==> config.mk <==
export PLATFORM = sky130hd
export DESIGN_NAME = hazard_controller
export DESIGN_NICKNAME = d
export VERILOG_FILES = /design/src/rtl/hazard_pkg.sv /design/src/rtl/hazard_detect.sv /design/src/rtl/hazard_controller.sv
export SDC_FILE = /design/constraint.sdc
export NUM_CORES = 1
export LEC_CHECK = 0
export BUFFER_PORTS_ARGS = -buffer_cell sky130_fd_sc_hd__buf_2
export CAP_MARGIN = 20
export CORE_MARGIN = 5
export CORE_UTILIZATION = 44
export DETAILED_ROUTE_END_ITERATION = 10
export PLACE_DENSITY = 0.77
export SETUP_SLACK_MARGIN = 0.1
export SLEW_MARGIN = 20
export SYNTH_ARGS = -nofsm -noshare
export SYNTH_HDL_FRONTEND = slang
export SYNTH_HIERARCHICAL = 1
export SYNTH_SLANG_ARGS = --single-unit
export TNS_END_PERCENT = 20
==> constraint.sdc <==
create_clock -name clk -period 1.8 [get_ports clk]
set_clock_uncertainty 0.15 [all_clocks]
set_input_delay 0.18 -clock clk [delete_from_list [all_inputs] [get_ports clk]]
set_output_delay 0.18 -clock clk [all_outputs]
set_load 0.005 [all_outputs]
==> src/rtl/hazard_pkg.sv <==
// hazard_pkg
//   Shared definitions for the pipeline hazard controller:
//   - FSM state encoding (ST_RUN / ST_LU_STALL / ST_FREEZE)
//   - REG_X0, the hard-wired zero register index
//   - pipe_ctrl_t, the bundle of pipeline write enables / flushes, plus the
//     canned bundles FREEZE, BUBBLE, FLUSH, NORMAL and the in-reset bundle.
package hazard_pkg;

    typedef enum logic [1:0] {
        ST_RUN      = 2'd0,
        ST_LU_STALL = 2'd1,
        ST_FREEZE   = 2'd2
    } state_t;

    localparam logic [4:0] REG_X0 = 5'd0;

    typedef struct packed {
        logic pc_we;
        logic ifid_we;
        logic ifid_flush;
        logic idex_we;
        logic idex_flush;
        logic exmem_we;
        logic memwb_we;
    } pipe_ctrl_t;

    // Field order: pc_we ifid_we ifid_flush idex_we idex_flush exmem_we memwb_we
    localparam pipe_ctrl_t FREEZE     = 7'b000_0000; // nothing moves, nothing lost
    localparam pipe_ctrl_t BUBBLE     = 7'b000_1111; // hold PC/IFID, inject bubble into EX
    localparam pipe_ctrl_t FLUSH      = 7'b111_1111; // redirect: squash IF/ID and ID/EX
    localparam pipe_ctrl_t NORMAL     = 7'b110_1011; // everything advances
    localparam pipe_ctrl_t CTRL_RESET = 7'b001_0100; // held in reset: no writes, both flushed

endpackage

==> src/rtl/hazard_detect.sv <==
// hazard_detect
//   Purely combinational load-use hazard compare.
//   Ports:
//     id_rs1/id_rs2         in  source registers of the instruction in ID
//     id_use_rs1/id_use_rs2 in  ID instruction actually reads that source
//     idex_rd               in  destination of the instruction in EX
//     idex_memread          in  instruction in EX is a load
//     load_use              out ID needs the load result before it exists
module hazard_detect
    import hazard_pkg::*;
(
    input  logic [4:0] id_rs1,
    input  logic [4:0] id_rs2,
    input  logic       id_use_rs1,
    input  logic       id_use_rs2,
    input  logic [4:0] idex_rd,
    input  logic       idex_memread,
    output logic       load_use
);

    logic rs1_hit;
    logic rs2_hit;

    assign rs1_hit  = id_use_rs1 && (id_rs1 == idex_rd);
    assign rs2_hit  = id_use_rs2 && (id_rs2 == idex_rd);
    // A load to x0 produces nothing, so it can never be a hazard.
    assign load_use = idex_memread && (idex_rd != REG_X0) && (rs1_hit || rs2_hit);

endmodule

==> src/rtl/hazard_controller.sv <==
// hazard_controller
//   Pipeline sequencer for the 5-stage RV32 core. Detects load-use hazards and
//   inserts bubbles, freezes the whole pipe on I/D-cache stalls, squashes
//   IF/ID + ID/EX on a taken branch from EX. Hazard response is combinational;
//   state only tracks multi-cycle bubbles and freezes.
//   Parameters: LOAD_USE_CYCLES (1..3), STALL_TIMEOUT (0 = no watchdog), CNT_W.
//   Ports:
//     clk, rst                          clock, async active-high reset
//     id_rs1/id_rs2/id_use_rs1/id_use_rs2, idex_rd, idex_memread   hazard inputs
//     ex_branch_taken                   EX redirect
//     icache_stall, dcache_stall        memory not ready
//     pc_we, ifid_we, ifid_flush, idex_we, idex_flush, exmem_we, memwb_we
//                                       pipeline register controls
//     state_o                           current FSM state (debug)
//     stall_timeout                     sticky freeze watchdog flag
//   Optional feature macro HAZARD_PERF_CNT_EN adds cnt_lu, cnt_freeze,
//   cnt_flush [CNT_W-1:0] performance counters (bubble/freeze/flush cycles).
module hazard_controller
    import hazard_pkg::*;
#(
    parameter int LOAD_USE_CYCLES = 1,
    parameter int STALL_TIMEOUT   = 1024,
    parameter int CNT_W           = 32
) (
    input  logic       clk,
    input  logic       rst,
    input  logic [4:0] id_rs1,
    input  logic [4:0] id_rs2,
    input  logic       id_use_rs1,
    input  logic       id_use_rs2,
    input  logic [4:0] idex_rd,
    input  logic       idex_memread,
    input  logic       ex_branch_taken,
    input  logic       icache_stall,
    input  logic       dcache_stall,
    output logic       pc_we,
    output logic       ifid_we,
    output logic       ifid_flush,
    output logic       idex_we,
    output logic       idex_flush,
    output logic       exmem_we,
    output logic       memwb_we,
    output logic [1:0] state_o,
    output logic       stall_timeout
`ifdef HAZARD_PERF_CNT_EN
    ,
    output logic [CNT_W-1:0] cnt_lu,
    output logic [CNT_W-1:0] cnt_freeze,
    output logic [CNT_W-1:0] cnt_flush
`endif
);

    localparam int WD_W = (STALL_TIMEOUT > 1) ? $clog2(STALL_TIMEOUT) : 1;
    localparam logic [WD_W-1:0] WD_MAX = (STALL_TIMEOUT > 0) ? WD_W'(STALL_TIMEOUT - 1) : '0;
    localparam logic [1:0] LU_INIT = 2'(LOAD_USE_CYCLES - 1);

    state_t            state_q, state_d;
    state_t            ret_state_q, ret_state_d;
    logic [1:0]        lu_cnt_q, lu_cnt_d;
    logic [WD_W-1:0]   wd_cnt_q, wd_cnt_d;
    logic              stall_timeout_q, stall_timeout_d;

    logic       load_use;
    logic       mem_stall;
    state_t     eff_state;
    pipe_ctrl_t ctrl;
    pipe_ctrl_t ctrl_o;
    logic       is_bubble;
    logic       is_flush;

    hazard_detect u_detect (
        .id_rs1       (id_rs1),
        .id_rs2       (id_rs2),
        .id_use_rs1   (id_use_rs1),
        .id_use_rs2   (id_use_rs2),
        .idex_rd      (idex_rd),
        .idex_memread (idex_memread),
        .load_use     (load_use)
    );

    assign mem_stall = icache_stall | dcache_stall;
    // In FREEZE the pipe resumes with the rules of the state it froze from,
    // in the very cycle the stall drops.
    assign eff_state = (state_q == ST_FREEZE) ? ret_state_q : state_q;

    always_comb begin
        state_d         = state_q;
        ret_state_d     = ST_RUN;
        lu_cnt_d        = lu_cnt_q;
        ctrl            = NORMAL;
        is_bubble       = 1'b0;
        is_flush        = 1'b0;
        if (mem_stall) begin
            ctrl        = FREEZE;
            state_d     = ST_FREEZE;
            ret_state_d = eff_state;   // lu_cnt held across the freeze
        end else if (ex_branch_taken) begin
            // Redirect kills the consumer, so pending bubbles are moot.
            ctrl     = FLUSH;
            is_flush = 1'b1;
            state_d  = ST_RUN;
            lu_cnt_d = 2'd0;
        end else if (eff_state == ST_LU_STALL) begin
            ctrl      = BUBBLE;
            is_bubble = 1'b1;
            lu_cnt_d  = lu_cnt_q - 2'd1;
            state_d   = (lu_cnt_q == 2'd1) ? ST_RUN : ST_LU_STALL;
        end else if (load_use) begin
            ctrl      = BUBBLE;
            is_bubble = 1'b1;
            if (LOAD_USE_CYCLES > 1) begin
                state_d  = ST_LU_STALL;
                lu_cnt_d = LU_INIT;
            end else begin
                state_d  = ST_RUN;
            end
        end else begin
            ctrl    = NORMAL;
            state_d = ST_RUN;
        end

        // Watchdog counts consecutive frozen cycles, saturating.
        if (mem_stall) begin
            wd_cnt_d = (wd_cnt_q == WD_MAX) ? wd_cnt_q : wd_cnt_q + 1'b1;
        end else begin
            wd_cnt_d = '0;
        end
        stall_timeout_d = stall_timeout_q |
                          ((STALL_TIMEOUT != 0) && mem_stall && (wd_cnt_q == WD_MAX));
    end

    always_ff @(posedge clk or posedge rst) begin
        if (rst) begin
            state_q         <= ST_RUN;
            ret_state_q     <= ST_RUN;
            lu_cnt_q        <= 2'd0;
            wd_cnt_q        <= '0;
            stall_timeout_q <= 1'b0;
        end else begin
            state_q         <= state_d;
            ret_state_q     <= ret_state_d;
            lu_cnt_q        <= lu_cnt_d;
            wd_cnt_q        <= wd_cnt_d;
            stall_timeout_q <= stall_timeout_d;
        end
    end

    // Reset overrides the controls combinationally so nothing is written while held.
    assign ctrl_o        = rst ? CTRL_RESET : ctrl;
    assign state_o       = rst ? 2'd0 : state_q;
    assign stall_timeout = stall_timeout_q;

    assign pc_we      = ctrl_o.pc_we;
    assign ifid_we    = ctrl_o.ifid_we;
    assign ifid_flush = ctrl_o.ifid_flush;
    assign idex_we    = ctrl_o.idex_we;
    assign idex_flush = ctrl_o.idex_flush;
    assign exmem_we   = ctrl_o.exmem_we;
    assign memwb_we   = ctrl_o.memwb_we;

`ifdef HAZARD_PERF_CNT_EN
    logic [CNT_W-1:0] cnt_lu_q, cnt_lu_d;
    logic [CNT_W-1:0] cnt_freeze_q, cnt_freeze_d;
    logic [CNT_W-1:0] cnt_flush_q, cnt_flush_d;

    always_comb begin
        cnt_lu_d     = cnt_lu_q     + CNT_W'(is_bubble);
        cnt_freeze_d = cnt_freeze_q + CNT_W'(mem_stall);
        cnt_flush_d  = cnt_flush_q  + CNT_W'(is_flush);
    end

    always_ff @(posedge clk or posedge rst) begin
        if (rst) begin
            cnt_lu_q     <= '0;
            cnt_freeze_q <= '0;
            cnt_flush_q  <= '0;
        end else begin
            cnt_lu_q     <= cnt_lu_d;
            cnt_freeze_q <= cnt_freeze_d;
            cnt_flush_q  <= cnt_flush_d;
        end
    end

    assign cnt_lu     = cnt_lu_q;
    assign cnt_freeze = cnt_freeze_q;
    assign cnt_flush  = cnt_flush_q;
`else
    logic unused_flags;
    assign unused_flags = is_bubble ^ is_flush;
`endif

endmodule

==> reports/metrics.csv, run 1 <==
metric,value,unit
Post-Syn Nets,136,
clock buffer depth,2,
switching share of power,0.318,
worst path arrival time,1.43,ns
IO Port Bufs,32,
Clock power frac,0.235,
CP Buf/Inv Count,2,
most frequent cell after synthesis,dfrtp_1,
post-DP HPWL,1930,um
Worst-path clk slew,0.10,ns
Via density,5.66,
Slew @ Worst Pin,0.304,ns
Critical Path RT,1.47,ns
Post-synth top cells,"dfrtp_1, xor2_1, a21oi_1, nand2_1, nor3_1",
Reg area,425,um2
hold_ws,0.116,ns
Tmin final,1.76,ns
r2r endpoint,wd_cnt_q[5]$_DFFE_PP0P_,
CP Cell Sequence,buf_2 -> or4_1 -> o21ai_1 -> a21oi_2 -> nor3_2 -> o21a_1 -> buf_2,
count of cell types in the netlist,44,
Total Power,892,uW
CP peak stage delay,0.52,ns
dpl ws,-0.0574,ns
CTS Sinks,17,
"Period Utilization, post-route",0.977,
asr flop ratio synth,1.00,
Slew headroom,0.797,
fin util,0.599,
number of max-cap violations,0,
placed insts,169,
# DRC,0,
Fillers,187,
CTS buffer count,3,
outcome,finished clean,
largest net degree at the start of global routing,18,
pwr dens,654,nW/um2
Pint,608,uW
CTS tree,done,
GRT Util Overall,0.162,
Die Wd,59.3,um
number of flops mapped to enable cells by yosys,0,
final setup vio count,0,
setup slack after layout,0.0416,ns
largest cells by area after synthesis,"dfrtp_1, xor2_1, a21oi_1",
worst-skew pair later-pin latency,0.29,ns
Cells after Synth,111,
Critical Path Source Type,input port,
Leakage,0.635,nW
RR Startpoint,wd_cnt_q[1]$_DFFE_PP0P_,
Reg power frac,0.537,
ys flop type,dfrtp_1,
sw power,284,uW
sequential fraction of the synthesis area,0.398,
hold depth,3,
FP Rows,17,
Yosys reg bits,17,
Die H,59.3,um
Max Freq,569,MHz
Initial Util,0.470,
final net count,176,
number of primary I/O pins,33,
first drt pass iteration count,4,
Yosys top cell area share,0.398,
worst min path class,in2reg,
r2r setup slk,0.19,ns
first-pass GRT wire length,4400,um
Hold Path End,state_q[1]$_DFF_PP0_,
die area,3520,um2
Post-Syn Area,1070,um2
total grt overflow,0,
Setup Total Neg Slack,0,ns
Comb power frac,0.229,
Critical Path Fanout Max,3,
"delay-heaviest family, CP",simple AND/OR/NAND/NOR gates,
"Cell Area, Placed",1260,um2
RSZ-0062 raised after global routing,yes,
Detailed Route Iter0 Violations,14,
"most used cell, CP",buf_2,
CTS root buf,clkbuf_4,
crit path capture type,output pin,
wire per inst,14.7,um
layout cells sized above 1,0.353,
final hold violation count,0,
CTS H-Tree Depth,1,
worst hold start,icache_stall,
area of the core region,2280,um2
Area Overhead vs Synth,27.5,%
initial antenna violation count,0,
worst r2r path cells,4,
vias in the first global route,993,
GPL Wtd Cong,0.803,
post-route cell area,1360,um2
YS warnings,6,
Routed Antenna Nets,0,
"Avg Cell Area, Syn",9.64,um2
critical path type,in2out,
crit path max-delay cell type,or4_1,
Total Wirelength,2620,um
Finished Layout Cells,178,
ant diodes,0,
final slew viol count,0,
VDD IR max,0.642,mV
"area leader, netlist",dfrtp_1,
routed vias,1008,
multi-input logic area,611,um2
state kept, by name, summed over array words and instances, names as in the netlist:
name	cells
stall_timeout	1
ret_state_q	2
state_q	2
lu_cnt_q	2
wd_cnt_q	10
layout by cell type, fill, tap and decap left out, drive strengths merged, types with 5 or more instances in the layout:
cell type / synthesis / final
xor2: 8 / 8
o21ai: 5 / 5
nor3: 6 / 6
nor2: 5 / 5
dfrtp: 17 / 17
a21oi: 6 / 6
inv: 5 / 5
nand2: 6 / 6
buf: 6 / 39
how the worst max path moves through the flow:
| stage | startpoint | end | slack (ns) | cells past startpoint |
|---|---|---|---|---|
| after floorplan | idex_rd[0] | pc_we | 0.13 | 6 |
| after global placement | idex_rd[0] | pc_we | -0.005 | 7 |
| after detailed placement | idex_rd[0] | pc_we | -0.06 | 7 |
| after CTS | state_q[1]$_DFF_PP0_ | pc_we | 0.04 | 4 |
| after global routing | id_rs2[2] | ifid_we | -0.10 | 8 |
| final | idex_rd[0] | pc_we | 0.04 | 7 |
final cells by class:
type	count	area share
Clock buffer	4	0.0193
Inverter	5	0.0138
Multi-Input combinational cell	83	0.448
Sequential cell	17	0.312
Tap cell	28	0.0257
Timing Repair Buffer	41	0.182
logic make-up (layout without fill, tap and decap cells):
kind of cell	count (synthesis)	after routing	share of synthesized area
adders and majority gates	2	2	0.0234
AOI/OAI and AO/OA	27	27	0.173
xor gates and xnor gates	10	10	0.0819
and+or+nand+nor	41	41	0.243
muxes	3	3	0.0281
DFF	17	17	0.398
buffers and inverters	11	50	0.0526
timing repair:
item	in CTS	in global routing
gates resized for setup	7	1
gates cloned	0	0
hold endpoints to repair	18	0
pin swaps	12	1
buffers inserted	2	1
setup endpoints to repair	3	3
hold buffers	2	0
worst reg2reg max path, cell delays in order (launching register included):
cell,delay [ns]
dfrtp_1,0.43
ha_1,0.27
and4_1,0.25
a211oi_2,0.24
mux2i_1,0.19
layer usage:
metal	global-route usage	up-vias	share of wire
met1	0.203	486	0.42
met3	0.0174	6	0.037
li1	-	492	-
met2	0.270	24	0.53
met5	0	-	0
met4	0.0874	0	0.017
power groups by stage:
stage	logic (mW)	clock network, mW	registers, mW
6_report	0.204	0.209	0.479
5_1_grt	0.228	0.230	0.488
2_1_floorplan	0.119	0	0.472
4_1_cts	0.202	0.211	0.477
3_5_place_dp	0.191	0	0.483
3_3_place_gp	0.182	0	0.479
(Power assumes the default switching activity.)
==> run 2: changes to the inputs <==
--- a/config.mk
+++ b/config.mk
@@ -6,11 +6,11 @@
 export NUM_CORES = 1
 export LEC_CHECK = 0
 export BUFFER_PORTS_ARGS = -buffer_cell sky130_fd_sc_hd__buf_2
-export CAP_MARGIN = 20
 export CORE_MARGIN = 5
-export CORE_UTILIZATION = 44
+export CORE_UTILIZATION = 50
 export DETAILED_ROUTE_END_ITERATION = 10
-export PLACE_DENSITY = 0.77
+export GPL_TIMING_DRIVEN = 0
+export PLACE_DENSITY = 0.85
 export SETUP_SLACK_MARGIN = 0.1
 export SLEW_MARGIN = 20
 export SYNTH_ARGS = -nofsm -noshare
==> reports/metrics.csv, run 2 (synthesis gave the netlist of run 1 again) <==
metric,value,unit,change
CP Buf/Inv Count,3,,+1
GRT Util Overall,0.185,,+0.0227
largest reg by FF count,wd_cnt_q,,
first-pass GRT wire length,4590,um,+4.2%
initial antenna violation count,0,,unchanged
CTS tree,done,,
crit path max-delay cell type,or4_1,,
Reg power frac,0.538,,about the same
critical path type,in2out,,
Die H,56.3,um,-5.2%
multi-input logic area,606,um2,-0.82%
Total Wirelength,2740,um,+4.5%
Die Wd,56.3,um,-5.2%
Slew @ Worst Pin,0.763,ns,+0.459 ns
max reg flops,10,,unchanged
clock buffer depth,2,,unchanged
CP Cell Sequence,buf_8 -> or4_1 -> o21ai_1 -> a21oi_2 -> nor3_2 -> o21a_1 -> buf_4 -> buf_2,,
Area Overhead vs Synth,27.8,%,
Initial Util,0.534,,+0.0643
RSZ-0062 raised after global routing,yes,,
Comb power frac,0.221,,-0.008
area of the core region,2000,um2,-12%
post-route cell area,1370,um2,+0.27%
number of max-cap violations,0,,unchanged
VDD IR max,0.656,mV,+2.1%
post-DP HPWL,1980,um,+2.5%
"leading cell type in the layout, fill and taps excluded",buf_2,,
dpl ws,-0.152,ns,-0.0946 ns
"delay-heaviest family, CP",simple AND/OR/NAND/NOR gates,,
IO Port Bufs,32,,unchanged
failing checks,setup timing,,
Via density,5.63,,-0.56%
pwr dens,649,nW/um2,-0.87%
largest net degree at the start of global routing,18,,unchanged
first drt pass iteration count,4,,unchanged
Fillers,164,,-12%
fin util,0.683,,+0.0839
Hold Path End,lu_cnt_q[0]$_DFFE_PP0P_,,
layout cells sized above 1,0.368,,+0.0151
worst min path class,in2reg,,
Clock power frac,0.241,,+0.006
hold_ws,0.173,ns,+0.0567 ns
number of primary I/O pins,33,,unchanged
r2r setup slk,0.18,ns,about the same
Slew headroom,0.489,,-0.307
total grt overflow,0,,unchanged
final hold violation count,0,,unchanged
final net count,178,,+1.1%
r2r endpoint,wd_cnt_q[5]$_DFFE_PP0P_,,
"Cell Area, Placed",1260,um2,+0.50%
CTS buffer count,3,,unchanged
CTS Sinks,17,,unchanged
Setup Total Neg Slack,-0.121,ns,-0.121 ns
GPL Wtd Cong,0.825,,+2.8%
final slew viol count,0,,unchanged
hold depth,4,,+1
Detailed Route Iter0 Violations,33,,+19
Critical Path Source Type,input port,,
worst r2r path cells,4,,unchanged
outcome,"complete, but fails checks",,
wire per inst,15.3,um,+3.9%
Pint,602,uW,-0.99%
Critical Path RT,1.47,ns,about the same
routed vias,1008,,unchanged
Reg area,425,um2,unchanged
worst path arrival time,1.57,ns,+0.14 ns
CP peak stage delay,0.52,ns,about the same
Critical Path Fanout Max,3,,unchanged
ant diodes,0,,unchanged
worst hold start,icache_stall,,
most frequent cells in the layout,"buf_2, dfrtp_1, xor2_1",,
worst-skew pair later-pin latency,0.30,ns,about the same
vias in the first global route,1028,,+3.5%
setup slack after layout,-0.105,ns,-0.147 ns
die area,3160,um2,-10%
CTS root buf,clkbuf_4,,
RR Startpoint,wd_cnt_q[0]$_DFFE_PP0P_,,
Leakage,0.646,nW,+1.7%
sw power,285,uW,+0.24%
Worst-path clk slew,0.10,ns,about the same
Tmin final,1.90,ns,+0.147 ns
switching share of power,0.321,,+0.00270
FP Rows,16,,-1
Routed Antenna Nets,0,,unchanged
CTS H-Tree Depth,1,,unchanged
crit path capture type,output pin,,
# DRC,0,,unchanged
final setup vio count,2,,+2
Max Freq,525,MHz,-7.7%
"Period Utilization, post-route",1.06,,+0.0814
-- run 2: worst reg2reg max path, cell delays in order, from the launching register on --
cell	delay, ns
dfrtp_1	0.45
ha_2	0.24
and4_1	0.23
a211oi_2	0.26
mux2i_1	0.22
-- run 2: power groups by stage --
| stage | clock network [mW] | logic (mW) | registers, mW |
|---|---|---|---|
| 6_report | 0.214 | 0.196 | 0.477 |
| 5_1_grt | 0.235 | 0.227 | 0.484 |
| 4_1_cts | 0.218 | 0.193 | 0.475 |
| 3_5_place_dp | 0 | 0.184 | 0.483 |
| 3_3_place_gp | 0 | 0.176 | 0.481 |
| 2_1_floorplan | 0 | 0.119 | 0.472 |
-- run 2: per-stage QoR --
step | std cells | total power [mW]
floorplan | 111 | 0.591
global placement | 170 | 0.657
detailed placement | 170 | 0.668
CTS | 179 | 0.887
global route | 179 | 0.946
finish | 179 | 0.887
-- run 2: final cells by class --
type                    count  share of cell area
plain buffers               6              0.0274
clock buffers               3              0.0165
clock inverters             1             0.00366
inverters                   5              0.0137
multi-input cells          83               0.443
flip-flops and latches     17               0.311
well taps                  27              0.0247
repair buffers             37               0.160
-- run 2: how the worst max path moves through the flow --
stage                     depth (start not counted)            startpoint    end  slack [ns]
after floorplan                                   6            idex_rd[0]  pc_we        0.13
after global placement                            8            idex_rd[0]  pc_we       -0.11
after detailed placement                          8            idex_rd[0]  pc_we       -0.15
after CTS                                         5  state_q[0]$_DFF_PP0_  pc_we       -0.07
after global routing                              9            idex_rd[1]  pc_we       -0.23
final                                             8            idex_rd[3]  pc_we       -0.10
-- run 2: repair_timing --
item / CTS / global route
pin swaps: 5 / 3
gates resized for setup: 7 / 2
hold endpoints to repair: 18 / 0
endpoints found under the setup margin: 3 / 4
setup buffers: 3 / 0
hold buffers: 2 / 0
-- run 2: layer usage --
| metal | up-vias | track usage | wire length, um |
|---|---|---|---|
| li1 | 493 | - | - |
| met4 | 0 | 0.105 | 84 |
| met1 | 475 | 0.219 | 1150 |
| met3 | 8 | 0.0344 | 117 |
| met2 | 32 | 0.311 | 1390 |
| met5 | - | 0 | 0 |
==> run 3: changes to the inputs <==
--- a/config.mk
+++ b/config.mk
@@ -7,10 +7,11 @@
 export LEC_CHECK = 0
 export BUFFER_PORTS_ARGS = -buffer_cell sky130_fd_sc_hd__buf_2
 export CORE_MARGIN = 5
-export CORE_UTILIZATION = 50
+export CORE_UTILIZATION = 52
+export CTS_BUF_LIST = sky130_fd_sc_hd__clkbuf_8
 export DETAILED_ROUTE_END_ITERATION = 10
 export GPL_TIMING_DRIVEN = 0
-export PLACE_DENSITY = 0.85
+export PLACE_DENSITY = 0.88
 export SETUP_SLACK_MARGIN = 0.1
 export SLEW_MARGIN = 20
 export SYNTH_ARGS = -nofsm -noshare
==> reports/metrics.csv, run 3 (synthesis gave the netlist of run 1 again) <==
metric,value,unit,change
ant diodes,0,,unchanged
largest reg by FF count,wd_cnt_q,,
outcome,"complete, but fails checks",,
post-DP HPWL,1940,um,-2.3%
GRT Util Overall,0.170,,-0.0144
RSZ-0062 raised after global routing,yes,,
hold_ws,0.0220,ns,-0.151 ns
failing checks,setup timing,,
final slew viol count,0,,unchanged
Initial Util,0.545,,+0.0109
worst-skew pair later-pin latency,0.26,ns,-0.04 ns
vias in the first global route,947,,-7.9%
Setup Total Neg Slack,-0.175,ns,-0.0533 ns
final net count,175,,-1.7%
setup slack after layout,-0.0875,ns,+0.0175 ns
worst min path class,in2reg,,
Fillers,166,,+1.2%
final hold violation count,0,,unchanged
first drt pass iteration count,4,,unchanged
area of the core region,1960,um2,-2.0%
"leading cell type in the layout, fill and taps excluded",buf_2,,
CTS H-Tree Depth,1,,unchanged
Slew headroom,0.508,,+0.0190
Total Wirelength,2690,um,-1.6%
layout cells sized above 1,0.369,,+0.000706
Routed Antenna Nets,0,,unchanged
Max Freq,530,MHz,+0.93%
final setup vio count,3,,+1
Die H,55.4,um,-1.6%
Critical Path Fanout Max,2,,-1
dpl ws,-0.176,ns,-0.0238 ns
number of max-cap violations,0,,unchanged
CTS tree,done,,
largest net degree at the start of global routing,18,,unchanged
GPL Wtd Cong,0.826,,about the same
number of primary I/O pins,33,,unchanged
Die Wd,55.4,um,-1.6%
Area Overhead vs Synth,28.8,%,
Leakage,0.644,nW,-0.39%
pwr dens,704,nW/um2,+8.5%
worst path arrival time,1.56,ns,about the same
Via density,5.76,,+2.2%
"Period Utilization, post-route",1.05,,-0.00973
total grt overflow,0,,unchanged
initial antenna violation count,0,,unchanged
most frequent cells in the layout,"buf_2, dfrtp_1, xor2_1",,
max reg flops,10,,unchanged
Tmin final,1.89,ns,-0.0175 ns
routed vias,1013,,+0.50%
wire per inst,15.3,um,about the same
CTS Sinks,17,,unchanged
# DRC,0,,unchanged
VDD IR max,0.776,mV,+18%
CTS buffer count,3,,unchanged
FP Rows,16,,unchanged
IO Port Bufs,32,,unchanged
CTS root buf,clkbuf_8,,
Critical Path Source Type,input port,,
Critical Path RT,1.47,ns,about the same
crit path capture type,output pin,,
Slew @ Worst Pin,0.735,ns,-0.0284 ns
Detailed Route Iter0 Violations,24,,-27%
first-pass GRT wire length,4230,um,-7.8%
Worst-path clk slew,0.06,ns,-0.04 ns
critical path type,in2out,,
die area,3060,um2,-3.2%
clock buffer depth,2,,unchanged
run 3: worst paths after layout:
check | startpoint | endpoint | slack [ns] | depth (start not counted)
setup / recovery | id_rs2[4] | idex_flush | -0.09 | 9
hold / removal | ex_branch_taken | state_q[0]$_DFF_PP0_ | 0.02 | 2
setup reg to reg | wd_cnt_q[0]$_DFFE_PP0P_ | wd_cnt_q[5]$_DFFE_PP0P_ | 0.21 | 4
hold reg to reg | stall_timeout$_DFF_PP0_ | stall_timeout$_DFF_PP0_ | 0.33 | 1
max in group asynchronous | rst | lu_cnt_q[1]$_DFFE_PP0P_ | 0.50 | 3
min in group asynchronous | rst | wd_cnt_q[6]$_DFFE_PP0P_ | 0.53 | 3
run 3: report_power, final:
part / leakage [nW] / internal, mW / switching (mW)
clock network: 0.0255 / 0.154 / 0.134
registers: 0.218 / 0.423 / 0.0585
logic: 0.400 / 0.100 / 0.100
total: 0.644 / 0.677 / 0.293
run 3: repair_timing:
item | in CTS | in global routing
hold buffers | 1 | 0
hold endpoints to repair | 17 | 0
buffers inserted | 0 | 1
gates resized for setup | 8 | 5
pin swaps | 10 | 10
setup endpoints to repair | 3 | 4
cloned | 0 | 0
run 3: area by class of cell:
type                       instances  area, um2  share of cell area
buffer                             6       37.5              0.0272
multi-input combinational         83        607               0.441
timing repair buffer              34        209               0.152
clock inverter                     1       5.00             0.00363
tap                               27       33.8              0.0245
clock buffer                       3       41.3              0.0300
sequential                        17        425               0.309
inverter                           5       18.8              0.0136
run 3: worst max-delay path, stage by stage:
cell,delay [ns]
buf_6,0.09
xor2_1,0.15
nor4_1,0.29
nand3_1,0.16
a21oi_2,0.18
nor3_2,0.07
buf_4,0.14
a31oi_1,0.15
buf_2,0.16
run 3: per-layer routing:
layer | vias to the layer above | wire [um] | track usage
met2 | 27 | 1450 | 0.309
met1 | 484 | 1050 | 0.183
met5 | - | 0 | 0
met4 | 0 | 108 | 0.0938
li1 | 492 | - | -
met3 | 10 | 88 | 0.0303
run 3: metrics by stage:
stage | power, mW | area (um2) | instances | util
2_1_floorplan | 0.591 | 1070 | 111 | -
3_3_place_gp | 0.656 | 1260 | 170 | 0.644
3_5_place_dp | 0.669 | 1260 | 170 | 0.644
4_1_cts | 0.965 | 1350 | 175 | 0.690
5_1_grt | 1.02 | 1380 | 176 | 0.702
6_report | 0.970 | 1380 | 176 | 0.702
